[src/rtl/m72_pkg.sv]
// Shared types for the ioctl byte-to-word packer: FIFO word layout and issue FSM states.
package m72_pkg;

    typedef struct packed {
        logic [24:1] addr;
        logic [15:0] data;
        logic [1:0]  be;
    } pack_word_t;

    localparam int PACK_W = $bits(pack_word_t);

    typedef enum logic [1:0] {
        ST_IDLE     = 2'd0,
        ST_ISSUE    = 2'd1,
        ST_WAIT_ACK = 2'd2
    } issue_state_t;

    function automatic pack_word_t make_word(input logic [24:1] addr,
                                             input logic [15:0] data,
                                             input logic [1:0]  be);
        pack_word_t w;
        w.addr = addr;
        w.data = data;
        w.be   = be;
        return w;
    endfunction

endpackage

[src/rtl/packer_fifo.sv]
// Synchronous word FIFO with occupancy count; a push into a full FIFO is accepted only alongside a pop.
// Latency: 1 cycle push to visible head; no backpressure beyond o_full.
module packer_fifo
    import m72_pkg::*;
#(
    parameter int DEPTH = 4
) (
    input  logic                      clk,
    input  logic                      reset,
    input  logic                      i_push,
    input  logic [PACK_W-1:0]         i_push_dat,
    input  logic                      i_pop,
    output logic [PACK_W-1:0]         o_pop_dat,
    output logic [$clog2(DEPTH):0]    o_count,
    output logic                      o_full,
    output logic                      o_empty
);
    localparam int AW = $clog2(DEPTH);
    localparam logic [AW:0] FULL_CNT = (AW+1)'(DEPTH);

    logic [PACK_W-1:0] r_mem [DEPTH];
    logic [AW-1:0]     r_wp;
    logic [AW-1:0]     r_rp;
    logic [AW:0]       r_count;
    logic              w_pop;
    logic              w_push;

    assign w_pop  = i_pop && (r_count != '0);
    assign w_push = i_push && ((r_count != FULL_CNT) || w_pop);

    always_ff @(posedge clk) begin
        if (reset) begin
            r_wp    <= '0;
            r_rp    <= '0;
            r_count <= '0;
        end else begin
            if (w_push) begin
                r_wp <= r_wp + 1'b1;
            end
            if (w_pop) begin
                r_rp <= r_rp + 1'b1;
            end
            case ({w_push, w_pop})
                2'b10:   r_count <= r_count + 1'b1;
                2'b01:   r_count <= r_count - 1'b1;
                default: r_count <= r_count;
            endcase
        end
    end

    always_ff @(posedge clk) begin
        if (w_push) begin
            r_mem[r_wp] <= i_push_dat;
        end
    end

    assign o_pop_dat = r_mem[r_rp];
    assign o_count   = r_count;
    assign o_full    = (r_count == FULL_CNT);
    assign o_empty   = (r_count == '0);

endmodule

[src/rtl/ioctl_word_packer.sv]
// Packs data_io download bytes into 16-bit SDRAM words and issues them over a toggle req/ack port.
// Latency: 2 cycles pair-complete to sdr_req toggle; ioctl_wait when FIFO nearly full or staging busy.
module ioctl_word_packer
    import m72_pkg::*;
#(
    parameter int          FIFO_DEPTH = 4,
    parameter logic [24:0] BASE_ADDR  = 25'h0
) (
    input  logic        clk,
    input  logic        reset,
    input  logic        ioctl_downl,
    input  logic        ioctl_wr,
    input  logic [24:0] ioctl_addr,
    input  logic [7:0]  ioctl_dout,
    output logic        ioctl_wait,
    output logic [24:0] sdr_addr,
    output logic [15:0] sdr_data,
    output logic [1:0]  sdr_be,
    output logic        sdr_req,
    input  logic        sdr_ack,
    output logic        done,
    output logic        overflow
);
    localparam int            CW       = $clog2(FIFO_DEPTH) + 1;
    localparam logic [CW-1:0] WAIT_LVL = CW'(FIFO_DEPTH - 1);

    logic [24:0]       w_eff_addr;
    logic              w_wr;
    logic              w_fall;
    logic              w_match;
    pack_word_t        w_held_word;
    pack_word_t        w_ev0;
    pack_word_t        w_ev1;
    logic [1:0]        w_ev_n;
    logic              w_hold_set;
    logic              w_hold_clr;
    logic              w_stg_load;
    pack_word_t        w_stg_word;
    logic              w_push;
    pack_word_t        w_push_word;
    logic              w_drop;
    logic              w_pop;
    logic              w_quiet;
    logic              w_fifo_full;
    logic              w_fifo_empty;
    logic [CW-1:0]     w_fifo_count;
    logic [PACK_W-1:0] w_fifo_rd;
    pack_word_t        w_head;
    issue_state_t      w_state_nxt;

    logic              r_hold_vld;
    logic [24:1]       r_hold_addr;
    logic [7:0]        r_hold_byte;
    logic              r_stg_vld;
    pack_word_t        r_stg;
    logic              r_downl_d;
    logic              r_armed;
    logic              r_done;
    logic              r_overflow;
    logic              r_req;
    logic [24:0]       r_addr;
    logic [15:0]       r_data;
    logic [1:0]        r_be;
    issue_state_t      r_state;

    assign w_eff_addr  = ioctl_addr + BASE_ADDR;
    assign w_wr        = ioctl_wr && ioctl_downl;
    assign w_fall      = r_downl_d && !ioctl_downl;
    assign w_match     = r_hold_vld && (r_hold_addr == w_eff_addr[24:1]);
    assign w_held_word = make_word(r_hold_addr, {8'h00, r_hold_byte}, 2'b01);

    // Each byte event yields zero, one or two words; w_ev0 always leaves first.
    always_comb begin
        w_ev_n     = 2'd0;
        w_ev0      = '0;
        w_ev1      = '0;
        w_hold_set = 1'b0;
        w_hold_clr = 1'b0;
        if (w_wr && !w_eff_addr[0]) begin
            w_hold_set = 1'b1;
            if (r_hold_vld) begin
                w_ev_n = 2'd1;
                w_ev0  = w_held_word;
            end
        end else if (w_wr) begin
            w_hold_clr = 1'b1;
            if (w_match) begin
                w_ev_n = 2'd1;
                w_ev0  = make_word(r_hold_addr, {ioctl_dout, r_hold_byte}, 2'b11);
            end else if (r_hold_vld) begin
                w_ev_n = 2'd2;
                w_ev0  = w_held_word;
                w_ev1  = make_word(w_eff_addr[24:1], {ioctl_dout, 8'h00}, 2'b10);
            end else begin
                w_ev_n = 2'd1;
                w_ev0  = make_word(w_eff_addr[24:1], {ioctl_dout, 8'h00}, 2'b10);
            end
        end else if (w_fall && r_hold_vld) begin
            w_hold_clr = 1'b1;
            w_ev_n     = 2'd1;
            w_ev0      = w_held_word;
        end
    end

    // Staging drains ahead of new words; a third word in one cycle has nowhere to go and is dropped.
    always_comb begin
        w_push      = 1'b0;
        w_push_word = '0;
        w_stg_load  = 1'b0;
        w_stg_word  = '0;
        w_drop      = 1'b0;
        if (r_stg_vld) begin
            w_push      = 1'b1;
            w_push_word = r_stg;
            if (w_ev_n != 2'd0) begin
                w_stg_load = 1'b1;
                w_stg_word = w_ev0;
            end
            w_drop = (w_ev_n == 2'd2);
        end else if (w_ev_n != 2'd0) begin
            w_push      = 1'b1;
            w_push_word = w_ev0;
            if (w_ev_n == 2'd2) begin
                w_stg_load = 1'b1;
                w_stg_word = w_ev1;
            end
        end
    end

    always_ff @(posedge clk) begin
        if (reset) begin
            r_hold_vld  <= 1'b0;
            r_hold_addr <= '0;
            r_hold_byte <= '0;
        end else if (w_hold_set) begin
            r_hold_vld  <= 1'b1;
            r_hold_addr <= w_eff_addr[24:1];
            r_hold_byte <= ioctl_dout;
        end else if (w_hold_clr) begin
            r_hold_vld  <= 1'b0;
        end
    end

    always_ff @(posedge clk) begin
        if (reset) begin
            r_stg_vld  <= 1'b0;
            r_stg      <= '0;
            r_downl_d  <= 1'b0;
            r_overflow <= 1'b0;
        end else begin
            r_stg_vld  <= w_stg_load;
            if (w_stg_load) begin
                r_stg <= w_stg_word;
            end
            r_downl_d  <= ioctl_downl;
            r_overflow <= r_overflow || w_drop || (w_push && w_fifo_full && !w_pop);
        end
    end

    packer_fifo #(
        .DEPTH (FIFO_DEPTH)
    ) u_fifo (
        .clk        (clk),
        .reset      (reset),
        .i_push     (w_push),
        .i_push_dat (w_push_word),
        .i_pop      (w_pop),
        .o_pop_dat  (w_fifo_rd),
        .o_count    (w_fifo_count),
        .o_full     (w_fifo_full),
        .o_empty    (w_fifo_empty)
    );

    assign w_head = w_fifo_rd;

    always_ff @(posedge clk) begin
        if (reset) begin
            r_state <= ST_IDLE;
        end else begin
            r_state <= w_state_nxt;
        end
    end

    always_comb begin
        w_state_nxt = r_state;
        w_pop       = 1'b0;
        case (r_state)
            ST_IDLE: begin
                if (!w_fifo_empty) begin
                    w_state_nxt = ST_ISSUE;
                end
            end
            ST_ISSUE: begin
                w_pop       = 1'b1;
                w_state_nxt = ST_WAIT_ACK;
            end
            ST_WAIT_ACK: begin
                if (sdr_ack == r_req) begin
                    w_state_nxt = ST_IDLE;
                end
            end
            default: w_state_nxt = ST_IDLE;
        endcase
    end

    // Reset aligns req to ack so any in-flight request is simply forgotten.
    always_ff @(posedge clk) begin
        if (reset) begin
            r_req  <= sdr_ack;
            r_addr <= '0;
            r_data <= '0;
            r_be   <= '0;
        end else if (w_pop) begin
            r_req  <= !r_req;
            r_addr <= {w_head.addr, 1'b0};
            r_data <= w_head.data;
            r_be   <= w_head.be;
        end
    end

    assign w_quiet = !ioctl_downl && !r_hold_vld && !r_stg_vld && w_fifo_empty
                     && (r_state == ST_IDLE);

    always_ff @(posedge clk) begin
        if (reset) begin
            r_armed <= 1'b0;
            r_done  <= 1'b0;
        end else begin
            r_done <= r_armed && w_quiet;
            if (ioctl_downl) begin
                r_armed <= 1'b1;
            end else if (w_quiet) begin
                r_armed <= 1'b0;
            end
        end
    end

    assign ioctl_wait = (w_fifo_count >= WAIT_LVL) || r_stg_vld;
    assign sdr_addr   = r_addr;
    assign sdr_data   = r_data;
    assign sdr_be     = r_be;
    assign sdr_req    = r_req;
    assign done       = r_done;
    assign overflow   = r_overflow;

endmodule
[config.mk]
export PLATFORM = sky130hd
export DESIGN_NAME = ioctl_word_packer
export DESIGN_NICKNAME = d
export VERILOG_FILES = /design/src/rtl/m72_pkg.sv /design/src/rtl/packer_fifo.sv /design/src/rtl/ioctl_word_packer.sv
export SDC_FILE = /design/constraint.sdc
export NUM_CORES = 1
export LEC_CHECK = 0
export BUFFER_PORTS_ARGS = -buffer_cell sky130_fd_sc_hd__buf_2
export CAP_MARGIN = 5
export CORE_ASPECT_RATIO = 0.8
export CORE_UTILIZATION = 51
export CTS_CLUSTER_DIAMETER = 40
export DETAILED_ROUTE_END_ITERATION = 16
export GPL_TIMING_DRIVEN = 0
export PLACE_DENSITY_LB_ADDON = 0.05
export SYNTH_ARGS = -nofsm -noshare
export SYNTH_HDL_FRONTEND = slang
export SYNTH_SLANG_ARGS = --single-unit
[constraint.sdc]
create_clock -name clk -period 6.8 [get_ports clk]
set_input_delay 1.36 -clock clk [delete_from_list [all_inputs] [get_ports clk]]
set_output_delay 1.36 -clock clk [all_outputs]
set_load 0.05 [all_outputs]
==> results.json, run 1 <==
{
  "r2r_setup_slack_ns": 3.83,
  "fin_skew_ns": 0.0170,
  "yosysTopAreaCellShare": 0.411,
  "rsz0062_at_grt": "no",
  "drive_gt1_frac": 0.179,
  "rows": 50,
  "max_cap_violations": 0,
  "detailed_place_hpwl_mm": 20.8,
  "synth.avg_cell_area_um2": 11.7,
  "cts_tree": "done",
  "power_leakage_nw": 5.02,
  "dieArea_mm2": 0.0248,
  "yosysWarnings": 0,
  "pin_count": 85,
  "syn_area_mm2": 0.0123,
  "worst_pin_slew_ns": 0.891,
  "first_pass_iters": 5,
  "clock-sinks": 300,
  "vias": 8458,
  "slowest_stage": "clkbuf_1",
  "synth_nets": 1096,
  "min_path_cells": 2,
  "vias_per_cell": 5.57,
  "fin_cells": 1518,
  "r2r_cells": 11,
  "nets": 1221,
  "crit_path_end_kind": "output port",
  "placed_cells": 1449,
  "drc_errors": 0,
  "htree_levels": 2,
  "synth.largest_area_cell": "edfxtp_1",
  "synth.area.top_cells": "edfxtp_1 41%, dfxtp_1 21%, mux4_2 7.7%",
  "slew_headroom": 0.399,
  "die_y_um": 141,
  "crit_arrival_ns": 2.24,
  "wl_mm": 30.4,
  "ys_ff_latch": 300,
  "n_antenna_cell": 0,
  "status": "completed",
  "antenna_found_initial": 0,
  "core_area_mm2": 0.0236,
  "ir_drop_mv": 0.216,
  "async_reset_ff_frac": 0,
  "hold_viol_final": 0,
  "cts.repair.resized": 0,
  "wl_per_cell_um": 20.1,
  "cp_max_fo": 10,
  "r2r_end": "u_fifo.o_count[2]$_SDFFE_PP0P_",
  "cpMostUsedCell": "clkbuf_1",
  "initial_core_util": 0.523,
  "cts.path.max_buffers": 3,
  "crit_path_cell_trace": "clkbuf_1 -> clkbuf_1 -> nor2_1 -> o21ai_0 -> buf_2",
  "syn_inst": 1052,
  "cts-root-buf": "clkbuf_16",
  "n_fill_cell": 1939,
  "drt_iter0_drc": 806,
  "min_from": "sdr_data[2]$_SDFFE_PP0P_",
  "setup_violations": 0,
  "hold_buffers": 0,
  "max_freq_ghz": 0.278,
  "cts_buffers": 38,
  "grt_pass1_wl_mm": 47.2,
  "clk_pin_slew_ns": 0.06,
  "fp.dieW_um": 176,
  "period_minus_slack_ns": 3.60,
  "syn_to_final_growth_pct": 17.7,
  "synth_cell_types": 48,
  "synthFlopType": "edfxtp_1",
  "critPathKind": "register to output port",
  "cp.required_ns": 5.44,
  "min_period_over_period": 0.529,
  "grt_pass1_vias": 8208,
  "ys_seq_area_frac": 0.624,
  "clock_latency_ns": 0.52,
  "startpoint_type": "register",
  "hp-class": "register to register",
  "holdPathEnd": "sdr_data[2]$_SDFFE_PP0P_",
  "portBuffers": 81,
  "grt-ovfl-total": 0,
  "critPathMaxStageDelay_ns": 0.51,
  "worst_r2r_startpoint": "r_state[1]$_SDFFE_PP0P_",
  "ant_nets": 0,
  "grt_max_degree": 31,
  "fin_util": 0.616,
  "powerDensity_mw_per_mm2": 295,
  "maxSlewViolCount": 0,
  "gp_congestion": 0.857,
  "cts_setup_buffers": 0,
  "grt_usage": 0.253,
  "synth_edf_count": 169,
  "tns_ns": 0
}
-- metal layers --
metal | GRT usage | wire (um)
met1 | 0.395 | 14700
met5 | 0 | 0
met4 | 0.0632 | 547
met2 | 0.368 | 13200
met3 | 0.0364 | 1990
-- critical path, delay by kind of cell (launching register included) --
kind	cells	cell delay, ns
DFF	1	0.42
AOI/OAI and AO/OA	1	0.10
and+or+nand+nor	1	0.07
buffers and inverters	3	1.14
-- final cells by class --
cell class                 instances  area [um^2]  area share
clock inverter                    20          253      0.0174
timing repair buffer              85          485      0.0334
tap                              312          390      0.0269
inverter                           8         30.0     0.00207
clock buffer                      49         1050      0.0726
sequential                       300         7700       0.530
multi-input combinational        665         4220       0.291
buffer                            79          390      0.0269
-- stage by stage --
step	hold slack [ns]	power [mW]	instance area, um^2	setup WS, ns
floorplan	0.444	2.16	12300	3.14
global placement	0.439	2.25	13100	1.87
CTS	0.452	4.31	14500	3.22
finish	0.449	4.28	14500	3.20
detailed placement	0.445	2.25	13200	2.85
global route	0.475	4.41	14500	3.09
-- power by group --
group          switching (mW)  total [mW]  internal (mW)
registers              0.0178        1.96           1.94
clock network           0.770        2.06           1.29
logic                   0.178       0.254         0.0760
total                   0.966        4.28           3.31
-- registers in the layout, indices dropped and copies added (netlist names), 3 cells and up --
register        cells
sdr_data           16
r_stg              42
sdr_addr           24
u_fifo.o_count      3
r_hold_byte         8
r_hold_addr        24
u_fifo.r_mem      168
-- logic make-up (layout without fill, tap and decap cells) --
family / Yosys count / in the layout / share of synthesized area
AOI/OAI and AO/OA: 208 / 208 / 0.0972
muxes: 68 / 68 / 0.0978
and+or+nand+nor: 352 / 352 / 0.118
adders and majority gates: 6 / 6 / 0.00670
DFF: 300 / 300 / 0.624
xor gates and xnor gates: 30 / 30 / 0.0213
buffers and inverters: 87 / 241 / 0.0341
other: 1 / 1 / 0.000304
-- worst max-delay path by stage --
stage	start	to	slack (ns)	depth (start not counted)
global route	r_stg_vld$_SDFF_PP0_	ioctl_wait	3.09	5
finish	r_stg_vld$_SDFF_PP0_	ioctl_wait	3.20	5
detailed placement	ioctl_addr[0]	u_fifo.o_count[2]$_SDFFE_PP0P_	2.85	13
floorplan	ioctl_downl	u_fifo.r_mem[0][0]$_DFFE_PP_	3.14	5
global placement	ioctl_addr[0]	u_fifo.r_mem[1][34]$_DFFE_PP_	1.87	7
CTS	r_stg_vld$_SDFF_PP0_	ioctl_wait	3.22	5
-- cells in the mapped netlist (all sizes together), types with 2 or more instances --
cell type  instances
xnor2             18
nor2b              3
ha                 5
nor3               3
or2                2
nand3             26
nand2            252
a21oi             98
mux4              42
xor2              12
clkbuf            53
dfxtp            131
mux2i             26
nand2b             2
buf               26
inv                8
nor3b              2
a21o               2
a22o              16
nand3b             3
nand4              6
nor4               4
a211oi            24
nor2              39
o21ai             61
edfxtp           169
and2               7
-- cells in the final DEF, fill, tap and decap left out, drive strengths merged, types with 4 or more instances in the layout --
master,Yosys,routed
xnor2,18,18
mux2i,26,26
xor2,12,12
edfxtp,169,169
clkbuf,53,102
nor2,39,39
dfxtp,131,131
buf,26,111
and2,7,7
inv,8,14
o21ai,61,61
nand3,26,26
mux4,42,42
a21oi,98,98
ha,5,5
nand4,6,6
nor4,4,4
a22o,16,16
clkinv,0,7
bufinv,0,5
nand2,252,252
a211oi,24,24
Note: power is estimated with default switching activity, not from simulation.
==> inputs of run 2 (changes only) <==
--- a/config.mk
+++ b/config.mk
@@ -5,6 +5,7 @@
 export SDC_FILE = /design/constraint.sdc
 export NUM_CORES = 1
 export LEC_CHECK = 0
+export ABC_AREA = 1
 export BUFFER_PORTS_ARGS = -buffer_cell sky130_fd_sc_hd__buf_2
 export CAP_MARGIN = 5
 export CORE_ASPECT_RATIO = 0.8
==> constraint.sdc (replaced) <==
create_clock -name clk -period 3.4 [get_ports clk]
set_input_delay 0.68 -clock clk [delete_from_list [all_inputs] [get_ports clk]]
set_output_delay 0.68 -clock clk [all_outputs]
set_load 0.05 [all_outputs]
==> results.json, run 2 <==
{
  "cts-root-buf": "clkbuf_16",
  "synth.area.top_cells": "edfxtp_1 40%, dfxtp_1 21%, o21ai_0 9.6%",
  "rsz0062_at_grt": "no",
  "syn_inst": 1399,
  "mostFrequentLayoutCells": "253 x nor2_1, 242 x o21ai_0, 184 x nand2_1",
  "first_pass_iters": 5,
  "async_reset_ff_frac": 0,
  "syn_to_final_growth_pct": 17.9,
  "synth_cell_types": 34,
  "drt_iter0_drc": 842,
  "grt_pass1_wl_mm": 50.2,
  "htree_levels": 2,
  "hold_buffers": 0,
  "wl_mm": 33.3,
  "power_leakage_nw": 6.05,
  "grt-ovfl-total": 0,
  "synth_edf_count": 169,
  "grt_usage": 0.261,
  "initial_core_util": 0.520,
  "yosysTopAreaCellShare": 0.401,
  "detailed_place_hpwl_mm": 22.7,
  "fp.dieW_um": 178,
  "worst_r2r_startpoint": "r_state[0]$_SDFFE_PP0P_",
  "startpoint_type": "register",
  "drc_errors": 0,
  "fin_skew_ns": 0.0239,
  "worst_pin_slew_ns": 0.891,
  "report.power.total_mw": 9.32,
  "mostFrequentLayoutCell": "nor2_1",
  "dieArea_mm2": 0.0255,
  "core_area_mm2": 0.0244,
  "synth_most_common_cell": "nor2_1",
  "max_freq_ghz": 0.317,
  "setup_violations": 0,
  "max_cap_violations": 0,
  "ys_seq_area_frac": 0.607,
  "n_antenna_cell": 0,
  "ys_ff_latch": 300,
  "syn_area_mm2": 0.0127,
  "ant_nets": 0,
  "rows": 51,
  "ir_drop_mv": 0.465,
  "cts_tree": "done",
  "synth_nets": 1443,
  "pin_count": 85,
  "synth.largest_area_cell": "edfxtp_1",
  "die_y_um": 143,
  "nets": 1573,
  "crit_start": "r_state[0]$_SDFFE_PP0P_",
  "largest_reg_flops": 168,
  "vias_per_cell": 5.33,
  "dp_slack_ns": 0.164,
  "gp_congestion": 0.841,
  "yosysWarnings": 0,
  "r2r_end": "u_fifo.r_mem[2][1]$_DFFE_PP_",
  "cp_max_fo": 23,
  "crit_arrival_ns": 3.37,
  "r2r_cells": 7,
  "critPathKind": "register to register",
  "wl_per_cell_um": 17.7,
  "portBuffers": 82,
  "min_period_over_period": 0.928,
  "crit_path_end_kind": "register",
  "synthFlopType": "edfxtp_1",
  "grt_max_degree": 27,
  "maxSlewViolCount": 0,
  "hp-class": "primary input to register",
  "cts_buffers": 40,
  "clock-sinks": 300,
  "largest_register": "u_fifo.r_mem",
  "worstSetupEndpoint": "u_fifo.r_mem[2][1]$_DFFE_PP_",
  "cts_setup_buffers": 0,
  "powerDensity_mw_per_mm2": 623,
  "cts.path.max_buffers": 3,
  "top_regs": "u_fifo.r_mem (168), r_stg (42)",
  "drive_gt1_frac": 0.122,
  "hold_viol_final": 0,
  "grt_pass1_vias": 9120,
  "synthTopCellsByCount": "257 x nor2_1, 242 x o21ai_0, 184 x nand2_1",
  "synth.avg_cell_area_um2": 9.06,
  "antenna_found_initial": 0,
  "slew_headroom": 0.405,
  "fin_util": 0.613,
  "r2r_setup_slack_ns": 0.24,
  "status": "completed",
  "clock_latency_ns": 0.53,
  "cp.required_ns": 3.62,
  "period_minus_slack_ns": 3.16,
  "setup_slack_ns": 0.245,
  "clk_pin_slew_ns": 0.06,
  "vias": 10000
}
run 2: logic make-up after synthesis:
kind of cell               after synthesis  synth area share
xor gates and xnor gates                 1          0.000691
adders and majority gates                6           0.00652
buffers and inverters                  205            0.0646
and+or+nand+nor                        494             0.155
AOI/OAI and AO/OA                      392             0.165
other                                    1          0.000296
DFF                                    300             0.607
run 2: final cells by class:
class	instances	area (um^2)
Fill cell	2159	9430
Buffer	87	373
Timing Repair Buffer	86	498
Clock buffer	48	1070
Sequential cell	300	7700
Multi-Input combinational cell	896	4200
Clock inverter	25	259
Tap cell	318	398
Inverter	118	449
run 2: report_power, final:
| group | leakage (nW) | internal [mW] | switching [mW] | total (mW) |
|---|---|---|---|---|
| Combinational | 2.64 | 0.275 | 0.838 | 1.11 |
| Clock | 0.661 | 2.52 | 1.62 | 4.15 |
| Sequential | 2.75 | 3.98 | 0.0774 | 4.06 |
run 2: worst min path at each step:
stage	startpoint	endpoint	slack [ns]	depth (start not counted)
after global placement	r_armed$_SDFFE_PP0P_	done$_SDFF_PP0_	0.43	2
after CTS	ioctl_dout[7]	r_hold_byte[7]$_SDFFE_PP0P_	0.42	3
after detailed placement	r_armed$_SDFFE_PP0P_	done$_SDFF_PP0_	0.43	2
after global routing	ioctl_dout[4]	r_hold_byte[4]$_SDFFE_PP0P_	0.42	3
after floorplan	r_state[0]$_SDFFE_PP0P_	r_state[0]$_SDFFE_PP0P_	0.42	1
final	ioctl_dout[4]	r_hold_byte[4]$_SDFFE_PP0P_	0.43	3
run 2: worst max-delay path: stages, from the launching register on:
cell and delay, ns:
dfxtp_1 0.35, inv_1 0.08, nor2_2 0.51, clkinvlp_4 0.49, nand3_1 0.27, o21ai_4 0.20, nor2_4 0.62, buf_12 0.27
run 2: layer usage:
metal,wire length (um),GRT usage,vias to the layer above
met2,14300,0.393,301
met1,16200,0.386,4652
li1,-,-,5008
met4,609,0.0723,0
met5,0,0,-
met3,2180,0.0482,46
run 2: per-stage QoR:
stage	instance area [um^2]	hold slack (ns)	setup TNS, ns	instances
3_3_place_gp	13500	0.431	-377.24	1799
5_1_grt	14900	0.425	0	1878
3_5_place_dp	13600	0.434	0	1803
2_1_floorplan	12700	0.423	-30.32	1399
6_report	14900	0.425	0	1878
4_1_cts	14900	0.421	0	1876
run 2: timing repair:
item                                   in CTS  in global routing
setup endpoints to repair                   0                 38
resized for setup                           0                  1
endpoints found under the hold margin       0                  0
